==> config.mk <==
export PLATFORM = sky130hd
export DESIGN_NAME = sweep_marker_sched
export DESIGN_NICKNAME = d
export VERILOG_FILES = /design/src/rtl/sweep_marker_sched.sv
export SDC_FILE = /design/constraint.sdc
export NUM_CORES = 1
export LEC_CHECK = 0
export ABC_AREA = 1
export CORE_MARGIN = 4
export CORE_UTILIZATION = 28
export CTS_BUF_LIST = sky130_fd_sc_hd__clkbuf_8 sky130_fd_sc_hd__clkbuf_16
export CTS_CLUSTER_SIZE = 14
export DETAILED_ROUTE_END_ITERATION = 10
export GPL_ROUTABILITY_DRIVEN = 0
export PLACE_DENSITY = 0.49
export SLEW_MARGIN = 30
export SYNTH_ARGS = -nofsm -noshare
export SYNTH_HDL_FRONTEND = slang
export SYNTH_SLANG_ARGS = --single-unit
==> constraint.sdc <==
create_clock -name Clock -period 2.45 [get_ports Clock]
set_input_delay 0.49 -clock Clock [delete_from_list [all_inputs] [get_ports Clock]]
set_output_delay 0.49 -clock Clock [all_outputs]
set_load 0.005 [all_outputs]
==> src/rtl/sweep_marker_sched.sv <==
// Sweep marker scheduler: steps through a small marker table and loads each marker
// downstream. Pulses Marker_Hit when the sweep position reaches the armed marker.
module sweep_marker_sched #(
    parameter int NMARK = 4,
    parameter int W     = 12
) (
    input  logic         Clock,
    input  logic         Reset,
    input  logic         Cfg_WE,
    input  logic [1:0]   Cfg_Addr,
    input  logic [W-1:0] Cfg_Data,
    input  logic [2:0]   Cfg_Count,
    input  logic         Sweep_Start,
    input  logic         Sweep_Abort,
    input  logic         Sweep_Step,
    input  logic [W-1:0] Sweep_Pos,
    output logic [W-1:0] LD_Din,
    output logic         LD_EN,
    output logic         Marker_Hit,
    output logic [1:0]   Marker_Idx,
    output logic         Busy,
    output logic         Done,
    output logic         Cfg_Err
);

    typedef enum logic [2:0] {IDLE, LOAD, ARMED, HIT, DONE} state_t;

    state_t       state;
    logic [W-1:0] mark_tab [NMARK];
    logic [2:0]   count_q;
    logic [1:0]   idx;
    logic [2:0]   eff_count;
    logic         last_mark;

    // NOTE: continuous assigns cannot infer latches; any always_comb here would need a default first.
    assign eff_count = (Cfg_Count > 3'(NMARK)) ? 3'(NMARK) : Cfg_Count;
    assign last_mark = ({1'b0, idx} == (count_q - 3'd1));

    // NOTE: the table is reset explicitly because a cleared table after reset is part of the contract;
    // plain storage arrays would normally be left unreset.
    always_ff @(posedge Clock or negedge Reset) begin
        if (!Reset) begin
            for (int i = 0; i < NMARK; i++) mark_tab[i] <= '0;
        end else if (Cfg_WE && state == IDLE) begin
            mark_tab[Cfg_Addr] <= Cfg_Data;
        end
    end

    // NOTE: all state and outputs use non-blocking assignments so every register sees pre-edge values.
    always_ff @(posedge Clock or negedge Reset) begin
        if (!Reset) begin
            state      <= IDLE;
            count_q    <= '0;
            idx        <= '0;
            LD_Din     <= '0;
            LD_EN      <= 1'b0;
            Marker_Hit <= 1'b0;
            Marker_Idx <= '0;
            Busy       <= 1'b0;
            Done       <= 1'b0;
            Cfg_Err    <= 1'b0;
        end else begin
            LD_EN      <= 1'b0;
            Marker_Hit <= 1'b0;
            Done       <= 1'b0;
            Cfg_Err    <= Cfg_WE && (state != IDLE);

            // Abort wins over every other event once a sequence is running.
            if (Sweep_Abort && state != IDLE) begin
                state <= IDLE;
                Busy  <= 1'b0;
            end else begin
                unique case (state)
                    IDLE: begin
                        if (Sweep_Start) begin
                            count_q <= eff_count;
                            idx     <= '0;
                            Busy    <= 1'b1;
                            if (eff_count == 3'd0) begin
                                state <= DONE;
                            end else begin
                                state      <= LOAD;
                                LD_EN      <= 1'b1;
                                LD_Din     <= mark_tab[0];
                                Marker_Idx <= '0;
                            end
                        end
                    end
                    LOAD: state <= ARMED;
                    ARMED: begin
                        if (Sweep_Step && Sweep_Pos >= LD_Din) begin
                            state      <= HIT;
                            Marker_Hit <= 1'b1;
                            Marker_Idx <= idx;
                        end
                    end
                    HIT: begin
                        if (last_mark) begin
                            state <= DONE;
                        end else begin
                            state      <= LOAD;
                            idx        <= idx + 2'd1;
                            LD_EN      <= 1'b1;
                            LD_Din     <= mark_tab[idx + 2'd1];
                            Marker_Idx <= idx + 2'd1;
                        end
                    end
                    DONE: begin
                        Done  <= 1'b1;
                        Busy  <= 1'b0;
                        state <= IDLE;
                    end
                    default: state <= IDLE;
                endcase
            end
        end
    end

endmodule

After elaboration in Yosys (flattened, before gate mapping)
Index checks and enable logic that the tools add are counted.
- $lt $le $gt $ge: 5
- add/sub/neg operators: 2
- bitwise operators: 3
- equal/unequal tests: 11
- reductions and logical operators: 17
- muxes and demuxes: 37
- shifts and indexed selects: 0
- div/mod/pow operators: 0
- $mul: 0
- operator list (cell ; count):
    $mux W12 ; 6
    $bwmux W48 ; 1
    $bmux W12 S2 ; 1
    $demux W12 S2 ; 1
    $pmux W12 S2 ; 1
    $mux W3 ; 6
    $ge A12 B12 Y1 ; 1
    $pmux W3 S4 ; 1
    $mux W1 ; 11
    $mux W2 ; 5
    $reduce_bool A3 Y1 ; 3
    $ne A2 B2 Y1 const B ; 4
    $eq A3 B2 Y1 const B ; 2
    $ge A3 B3 Y1 const B ; 2
    $logic_not A3 Y1 ; 2
    $not A2 Y3 ; 2
    $pmux W2 S3 ; 1
    $reduce_and A6 Y1 ; 1
    $logic_and A1 B1 Y1 ; 5
    $reduce_and A5 Y1 ; 1
    $pmux W1 S2 ; 2
    $pmux W2 S2 ; 1
    $reduce_and A2 Y1 ; 2
    $reduce_and A4 Y1 ; 1
    12 further kinds ; 12
- latch bits: 0
- bits in writable memories: 0
- bits in registers: 75
- bits in read-only memories: 0
- input port bits: 35
- memories: 0
- output and inout bits: 19

Depth between registers and ports, before layout
Gate-level depths: netlist of run 1.
- word-level depth: 7
- mapped depth: 14

Worst setup path before layout of run 1
No wires, ideal clock.
- path kind: input -> register
- start point: input port Sweep_Pos[11]
- end point: register Marker_Idx[0]
- stages: 12
- library setup time: 0.116 ns
- path slack: 0.840 ns
- arrival: 1.493 ns
- data required time: 2.334 ns
- path through: ha_1 -> nand2_1 -> nor2_1 -> inv_1 -> nor2_1 -> nand2_1 -> nand2_1 -> nand2_1 -> nand2_1 -> nand2_1 -> nand2_1 -> nand2_1
- word-level cells in the longest chain between the ends: 4
- RTL lines (element ; line ; RTL):
    start, declared ; 16 ; input logic [W-1:0] Sweep_Pos,
    $ge A12 B12 Y1 ; 91 ; if (Sweep_Step && Sweep_Pos >= LD_Din) begin
    $logic_and A1 B1 Y1 ; 91 ;
    $ne A2 B2 Y1 (no source line) ; -- ;
    $reduce_and A6 Y1 (no source line) ; -- ;
    end signal, assigned ; 94 ; Marker_Idx <= idx;
    end signal, assigned ; 105 ; Marker_Idx <= idx + 2'd1;
    end, declared ; 20 ; output logic [1:0] Marker_Idx,
Every way passes these cells.
A chain may end at the register's enable or synchronous reset.

Worst setup path in the final report of run 1
Same ends and word-level chain as after synthesis.

==> results.md, run 1 <==
Final layout
• area grow syn2layout: 28.5%
• utilization after layout: 37.4%
• Final Non-Filler Cells: 647
• proportion of layout cells with a drive suffix above 1: 13.7%
• Final Instance Area: 4790 um^2
• antenna diode instance count: 0
• leading cell types in the layout, fill and taps excluded: sky130_fd_sc_hd__nand2_1, sky130_fd_sc_hd__dfrtp_1, sky130_fd_sc_hd__inv_1
• commonest non-fill, non-tap cell in the layout: sky130_fd_sc_hd__nand2_1
• post-layout net count: 518
• # fillers: 1325

Global routing
• most congested layer reported by global routing: met2
• overflow left after global routing: 0
• wire length of the first global-routing pass: 13800 um
• via count of the first global-routing pass: 2804
• largest net degree at the start of global routing: 45
• met2 GRT Util: 18.8%
• global-route usage over all layers: 11.9%
• grt met3 use: 3.29%
• antenna violations before repair: 0
• met1 demand-to-capacity share in global routing: 15.2%

Synthesis
• Syn. warnings: 0
• Synth Register Bits: 75
• distinct cell type count after synthesis: 32
• Post-Syn Area: 3730 um^2
• share of the yosys chip area belonging to registers: 50.3%
• number of nets produced by synthesis: 455
• number of cells produced by synthesis: 407
• mean area per synthesized cell: 9.17 um^2

Floorplanning
• number of rows in the core area: 41
• die boundary width: 123 um
• area enclosed by the die boundary: 15200 um^2
• Placeable Area: 12800 um^2
• initial standard-cell utilization of the core: 29.1%
• number of I/O pins: 54
• overall die height: 123 um

Pwr
• power density normalized to cell area: 1150 nW/um^2
• peak ir drop on the vdd network: 0.348 mV
• Overall Power: 5.50 mW
• Pleak: 2.21 nW

Placement
• count of input and output buffers: 53
• Placed Cells incl. Taps: 631
• cell area after placement: 4480 um^2
• dpl hpwl: 6210 um

Detailed routing
• 1st-iter DRT viols: 228
• per-cell routed wire length: 13.0 um
• detailed-route via count: 2857
• final wirelength: 8390 um
• First-pass DRT Iterations: 4
• DRC violation count after routing: 0
• ratio of routed vias to standard cells: 4.42
• Final ANT Viol Nets: 0

Timing
• worst clock skew: 0.00596 ns
• achievable clock frequency: 539 MHz
• Slew headroom: 70.0%
• portion of the clock cycle consumed by the worst path in the final layout: 75.7%
• final hold vios: 0
• Setup TNS: 0 ns
• shortest period the worst path allows: 1.86 ns
• final setup violating endpoints: 0
• setup repair after global routing missed its margin: false
• number of pins exceeding their max-slew limit in the final report: 0
• transition time at the pin with the least slew margin: 0.450 ns

Clocking
• deepest level of the CTS H-tree: 3
• number of buffers added by the clock tree synthesis step: 9
• post-CTS sizing: 0
• Max Root-Sink Buffers: 2
• CTS tree: yes
• clock-pin slew on the worst setup and hold paths: 0.06 ns
• CTS Sinks: 75
• cts-stage hold buffer count: 0
• Skew-Pair Late Insertion Delay: 0.34 ns
• root cell of the clock tree: sky130_fd_sc_hd__clkbuf_16
• post-CTS setup buffer count: 0

Flow run
• max-capacitance violation count: 0

Critical path
• CP Class: in2reg
• endpoint class of the critical path: register
• Startpoint Class: primary input
• required time at the worst-slack endpoint: 2.68 ns
• signal arrival time at the worst endpoint: 2.08 ns
• crit path max fanout: 4
• internal reg-to-reg setup slack: 0.68 ns

Run status
• outcome: complete, no violations

Worst hold path
• path category of the worst min-delay check: in2async

## flip-flops by register name, summed over array words and instances (netlist names)
| name | flops |
|---|---|
| Busy | 1 |
| Cfg_Err | 1 |
| Done | 1 |
| LD_Din | 12 |
| LD_EN | 1 |
| Marker_Hit | 1 |
| Marker_Idx | 2 |
| count_q | 3 |
| idx | 2 |
| mark_tab | 48 |
| state | 3 |
## report_power, final
part | switching (mW) | leakage [nW] | internal (mW) | total, mW
clock | 0.499 | 0.158 | 0.880 | 1.38
sequential | 0.278 | 0.929 | 1.80 | 2.08
combinational | 1.09 | 1.12 | 0.948 | 2.04
total | 1.87 | 2.21 | 3.63 | 5.50
## path summary, 6_finish.rpt
kind                                                   to  cells past startpoint                      start
worst max-delay path            Marker_Idx[0]$_DFFE_PN0P_                     13              Sweep_Pos[11]
worst min-delay path              mark_tab[1]$_DFFE_PN0P_                      1                      Reset
worst max register to register      LD_Din[6]$_DFFE_PN0P_                      6       state[0]$_DFFE_PN0P_
worst min register to register  Marker_Idx[1]$_DFFE_PN0P_                      2  Marker_Idx[1]$_DFFE_PN0P_
max in group asynchronous        mark_tab[44]$_DFFE_PN0P_                      2                      Reset
min in group Clock              Marker_Idx[1]$_DFFE_PN0P_                      2  Marker_Idx[1]$_DFFE_PN0P_
## cell usage after synthesis
master	number	share of area [%]
sky130_fd_sc_hd__nor3_1	4	0.54
sky130_fd_sc_hd__o21ai_2	1	0.23
sky130_fd_sc_hd__nand4_2	1	0.34
sky130_fd_sc_hd__o21ai_0	60	8.0
sky130_fd_sc_hd__mux2_2	20	6.0
sky130_fd_sc_hd__nand2_4	1	0.30
sky130_fd_sc_hd__nand3_1	6	0.80
sky130_fd_sc_hd__o21a_1	1	0.20
sky130_fd_sc_hd__a21oi_1	15	2.0
sky130_fd_sc_hd__clkbuf_2	1	0.13
sky130_fd_sc_hd__xor2_1	2	0.47
sky130_fd_sc_hd__nand2_1	95	9.6
sky130_fd_sc_hd__nand2_2	2	0.34
sky130_fd_sc_hd__buf_4	3	0.60
sky130_fd_sc_hd__and3_1	1	0.17
sky130_fd_sc_hd__nor2_4	3	0.91
sky130_fd_sc_hd__buf_2	2	0.27
sky130_fd_sc_hd__mux2_4	4	1.6
sky130_fd_sc_hd__xnor2_1	1	0.23
sky130_fd_sc_hd__nor3_2	1	0.27
sky130_fd_sc_hd__nand4_4	1	0.57
sky130_fd_sc_hd__nor3_4	3	1.3
sky130_fd_sc_hd__nor2_1	11	1.1
sky130_fd_sc_hd__o21ai_1	6	0.80
sky130_fd_sc_hd__a32oi_1	3	0.70
sky130_fd_sc_hd__inv_2	3	0.30
sky130_fd_sc_hd__buf_6	3	0.91
sky130_fd_sc_hd__inv_1	62	6.2
sky130_fd_sc_hd__o22ai_1	1	0.17
sky130_fd_sc_hd__clkbuf_1	2	0.20
sky130_fd_sc_hd__ha_1	13	4.4
sky130_fd_sc_hd__dfrtp_1	75	50
## layout make-up
class	instances	area [um^2]	area share (%)
Clock buffer	9	225	4.70
Timing Repair Buffer	63	616	12.8
Inverter	65	244	5.09
Multi-Input combinational cell	256	1530	32.0
Clock inverter	7	85.1	1.77
Tap cell	172	215	4.49
Sequential cell	75	1880	39.1
## cells by family after synthesis
logic type               Yosys count  share of synthesized area [%]
buffers and inverters             76                           8.65
AND/OR/NAND/NOR                  129                           16.2
multiplexers                      24                           7.64
flip-flops                        75                           50.3
adder cells (fa/ha/maj)           13                           4.36
AO/OA/AOI/OAI                     87                           12.2
XOR/XNOR                           3                          0.704
## per-stage QoR
stage               setup WS [ns]  hold slack [ns]
floorplan                   0.840            0.194
global placement            0.285            0.471
detailed placement          0.223            0.459
CTS                         0.573            0.116
global route                0.364            0.139
finish                      0.595           0.0989
## layer usage
layer,share of wire (%),wire length (um)
met1,48,4020
met2,45,3780
met3,5.1,424
met4,1.9,158
met5,0,0
## worst max-delay path, cell delays in order
cell,delay [ns]
sky130_fd_sc_hd__clkdlybuf4s50_1,0.40
sky130_fd_sc_hd__ha_1,0.30
sky130_fd_sc_hd__nand2_1,0.07
sky130_fd_sc_hd__nor2_1,0.14
sky130_fd_sc_hd__inv_1,0.05
sky130_fd_sc_hd__nor2_1,0.11
sky130_fd_sc_hd__nand2_1,0.06
sky130_fd_sc_hd__nand2_1,0.07
sky130_fd_sc_hd__nand2_1,0.06
sky130_fd_sc_hd__nand2_1,0.11
sky130_fd_sc_hd__nand2_1,0.10
sky130_fd_sc_hd__nand2_1,0.08
sky130_fd_sc_hd__nand2_1,0.04
(Power assumes the default switching activity.)
==> inputs of run 2 (changes only) <==
--- a/config.mk
+++ b/config.mk
@@ -12,7 +12,7 @@
 export CTS_CLUSTER_SIZE = 14
 export DETAILED_ROUTE_END_ITERATION = 10
 export GPL_ROUTABILITY_DRIVEN = 0
-export PLACE_DENSITY = 0.49
+export PLACE_DENSITY = 0.5
 export SLEW_MARGIN = 30
 export SYNTH_ARGS = -nofsm -noshare
 export SYNTH_HDL_FRONTEND = slang
==> constraint.sdc (replaced) <==
create_clock -name Clock -period 1.7 [get_ports Clock]
set_input_delay 0.34 -clock Clock [delete_from_list [all_inputs] [get_ports Clock]]
set_output_delay 0.34 -clock Clock [all_outputs]
set_load 0.005 [all_outputs]
==> run 2 against run 1 <==
Non-clock buffer count grew 37; sequential cell count is the same; final cell count grew 5.7%; via count grew 4.1%; cell area grew 11%; clock power grew 50%; combinational power grew 85%; count of clock-buffer cells in the layout grew 1; critical path type is now reg2reg; critical endpoint is now mark_tab[22]$_DFFE_PN0P_; largest cell class unchanged; largest power group is now combinational logic.
==> results.md, run 2 (same netlist as run 1, synthesis figures left out) <==
Final layout
• largest register by flop count: mark_tab
• Multi-input gate area: 1640 um^2
• Top Registers: mark_tab x48, LD_Din x12
• antenna diode instance count: 0
• leading cell types in the layout, fill and taps excluded: sky130_fd_sc_hd__nand2_1, sky130_fd_sc_hd__dfrtp_1, sky130_fd_sc_hd__inv_1
• # fillers: 1270
• sequential standard cell area: 1880 um^2
• area grow syn2layout: 42.6%
• proportion of layout cells with a drive suffix above 1: 23.8%
• max reg flops: 48
• commonest non-fill, non-tap cell in the layout: sky130_fd_sc_hd__nand2_1
• post-layout net count: 555
• Final Instance Area: 5320 um^2

Timing
• number of pins exceeding their max-slew limit in the final report: 0
• portion of the clock cycle consumed by the worst path in the final layout: 96.8%
• Setup TNS: 0 ns
• final hold vios: 0
• transition time at the pin with the least slew margin: 0.433 ns
• worst clock skew: 0.00622 ns
• final setup violating endpoints: 0
• setup repair after global routing missed its margin: true
• Slew headroom: 70.9%
• achievable clock frequency: 608 MHz
• shortest period the worst path allows: 1.65 ns

Pwr
• Pleak: 2.45 nW
• peak ir drop on the vdd network: 0.463 mV
• power density normalized to cell area: 1660 nW/um^2

Global routing
• global-route usage over all layers: 12.0%
• overflow left after global routing: 0
• wire length of the first global-routing pass: 14000 um
• via count of the first global-routing pass: 2793
• antenna violations before repair: 0
• largest net degree at the start of global routing: 42

Clocking
• Max Root-Sink Buffers: 2
• deepest level of the CTS H-tree: 3
• root cell of the clock tree: sky130_fd_sc_hd__clkbuf_16
• Skew-Pair Late Insertion Delay: 0.33 ns
• CTS Sinks: 75
• CTS tree: yes
• number of buffers added by the clock tree synthesis step: 9
• clock-pin slew on the worst setup and hold paths: 0.06 ns

Detailed routing
• detailed-route via count: 2974
• DRC violation count after routing: 0
• First-pass DRT Iterations: 4
• Final ANT Viol Nets: 0
• ratio of routed vias to standard cells: 4.35
• per-cell routed wire length: 13.2 um
• final wirelength: 9030 um
• 1st-iter DRT viols: 106

Floorplanning
• number of I/O pins: 54
• overall die height: 123 um
• die boundary width: 123 um
• Placeable Area: 12800 um^2
• number of rows in the core area: 41
• area enclosed by the die boundary: 15200 um^2
• initial standard-cell utilization of the core: 29.1%

Placement
• count of input and output buffers: 53
• dpl hpwl: 6430 um
• cell area after placement: 4730 um^2

Critical path
• endpoint class of the critical path: register
• Startpoint Class: register
• signal arrival time at the worst endpoint: 1.86 ns
• CP Class: reg2reg
• crit path max fanout: 4
• required time at the worst-slack endpoint: 1.92 ns

Run status
• outcome: complete, no violations

Worst hold path
• path category of the worst min-delay check: in2async

Flow run
• max-capacitance violation count: 0

-- run 2: cell count changes in the layout (fill, tap and decap cells not counted), moves of 4 or more --
cell / previous run / this run
sky130_fd_sc_hd__buf_12: 1 / 6
sky130_fd_sc_hd__mux2_2: 20 / 15
sky130_fd_sc_hd__buf_4: 10 / 37
sky130_fd_sc_hd__a21oi_2: 0 / 4
sky130_fd_sc_hd__inv_1: 64 / 60
sky130_fd_sc_hd__a21oi_1: 15 / 11
sky130_fd_sc_hd__mux2_4: 4 / 9
sky130_fd_sc_hd__nand2_1: 95 / 90
-- run 2: stage by stage --
| stage | worst slack, ns | power [mW] | hold WS (ns) | instances | util, % |
|---|---|---|---|---|---|
| 6_report | 0.0550 | 8.82 | 0.445 | 684 | 41.5 |
| 5_1_grt | -0.0461 | 9.47 | 0.471 | 684 | 41.5 |
| 4_1_cts | 0.00714 | 8.40 | 0.441 | 673 | 39.6 |
| 3_5_place_dp | -0.373 | 6.29 | 0.262 | 656 | 36.9 |
| 3_3_place_gp | -0.330 | 6.19 | 0.256 | 656 | 36.9 |
| 2_1_floorplan | 0.113 | 4.98 | 0.0444 | 407 | - |
-- run 2: area by class of cell --
cell class / instances / share of cell area, %
Multi-Input combinational cell: 256 / 30.8
Timing Repair Buffer: 100 / 19.1
Clock buffer: 10 / 4.49
Sequential cell: 75 / 35.3
Clock inverter: 6 / 1.67
Tap cell: 172 / 4.04
Inverter: 65 / 4.59
-- run 2: worst paths after layout --
path | start | endpoint | slack (ns) | depth (start not counted)
min reg2reg | Marker_Idx[0]$_DFFE_PN0P_ | Marker_Idx[0]$_DFFE_PN0P_ | 0.48 | 2
max reg2reg | state[1]$_DFFE_PN0P_ | mark_tab[22]$_DFFE_PN0P_ | 0.05 | 8
max | state[1]$_DFFE_PN0P_ | mark_tab[22]$_DFFE_PN0P_ | 0.05 | 8
min | Reset | mark_tab[1]$_DFFE_PN0P_ | 0.45 | 2
min in group Clock | Marker_Idx[0]$_DFFE_PN0P_ | Marker_Idx[0]$_DFFE_PN0P_ | 0.48 | 2
max in group asynchronous | Reset | idx[1]$_DFFE_PN0P_ | 0.73 | 3
-- run 2: repair_timing --
| action | CTS | global route |
|---|---|---|
| resized for setup | 1 | 28 |
| hold buffers | 1 | 0 |
| endpoints found under the hold margin | 19 | 0 |
| endpoints found under the setup margin | 2 | 28 |
| pin swaps | 1 | 10 |
| gates cloned | 0 | 3 |
| buffers inserted | 0 | 8 |
-- run 2: worst max-delay path, stage by stage, from the launching register on --
cell and delay (ns):
sky130_fd_sc_hd__dfrtp_1 0.38, sky130_fd_sc_hd__inv_2 0.09, sky130_fd_sc_hd__nand2_4 0.07, sky130_fd_sc_hd__nor2_4 0.15, sky130_fd_sc_hd__nand2_4 0.10, sky130_fd_sc_hd__nor3_4 0.14
sky130_fd_sc_hd__buf_6 0.15, sky130_fd_sc_hd__clkbuf_16 0.14, sky130_fd_sc_hd__mux2_4 0.29
-- run 2: power breakdown --
| part | internal [mW] | leakage (nW) | switching (mW) | total (mW) |
|---|---|---|---|---|
| logic | 1.93 | 1.37 | 1.84 | 3.77 |
| clock network | 1.32 | 0.155 | 0.746 | 2.07 |
| registers | 2.60 | 0.927 | 0.381 | 2.98 |
-- run 2: routing by layer --
layer / GRT usage [%] / routed length, um / vias up / part of all wire, %
met5: 0 / 0 / - / 0
met4: 5.81 / 182 / 0 / 2.0
met3: 2.42 / 468 / 13 / 5.2
met2: 18.0 / 4110 / 64 / 45
met1: 16.5 / 4270 / 1377 / 47
li1: - / - / 1520 / -
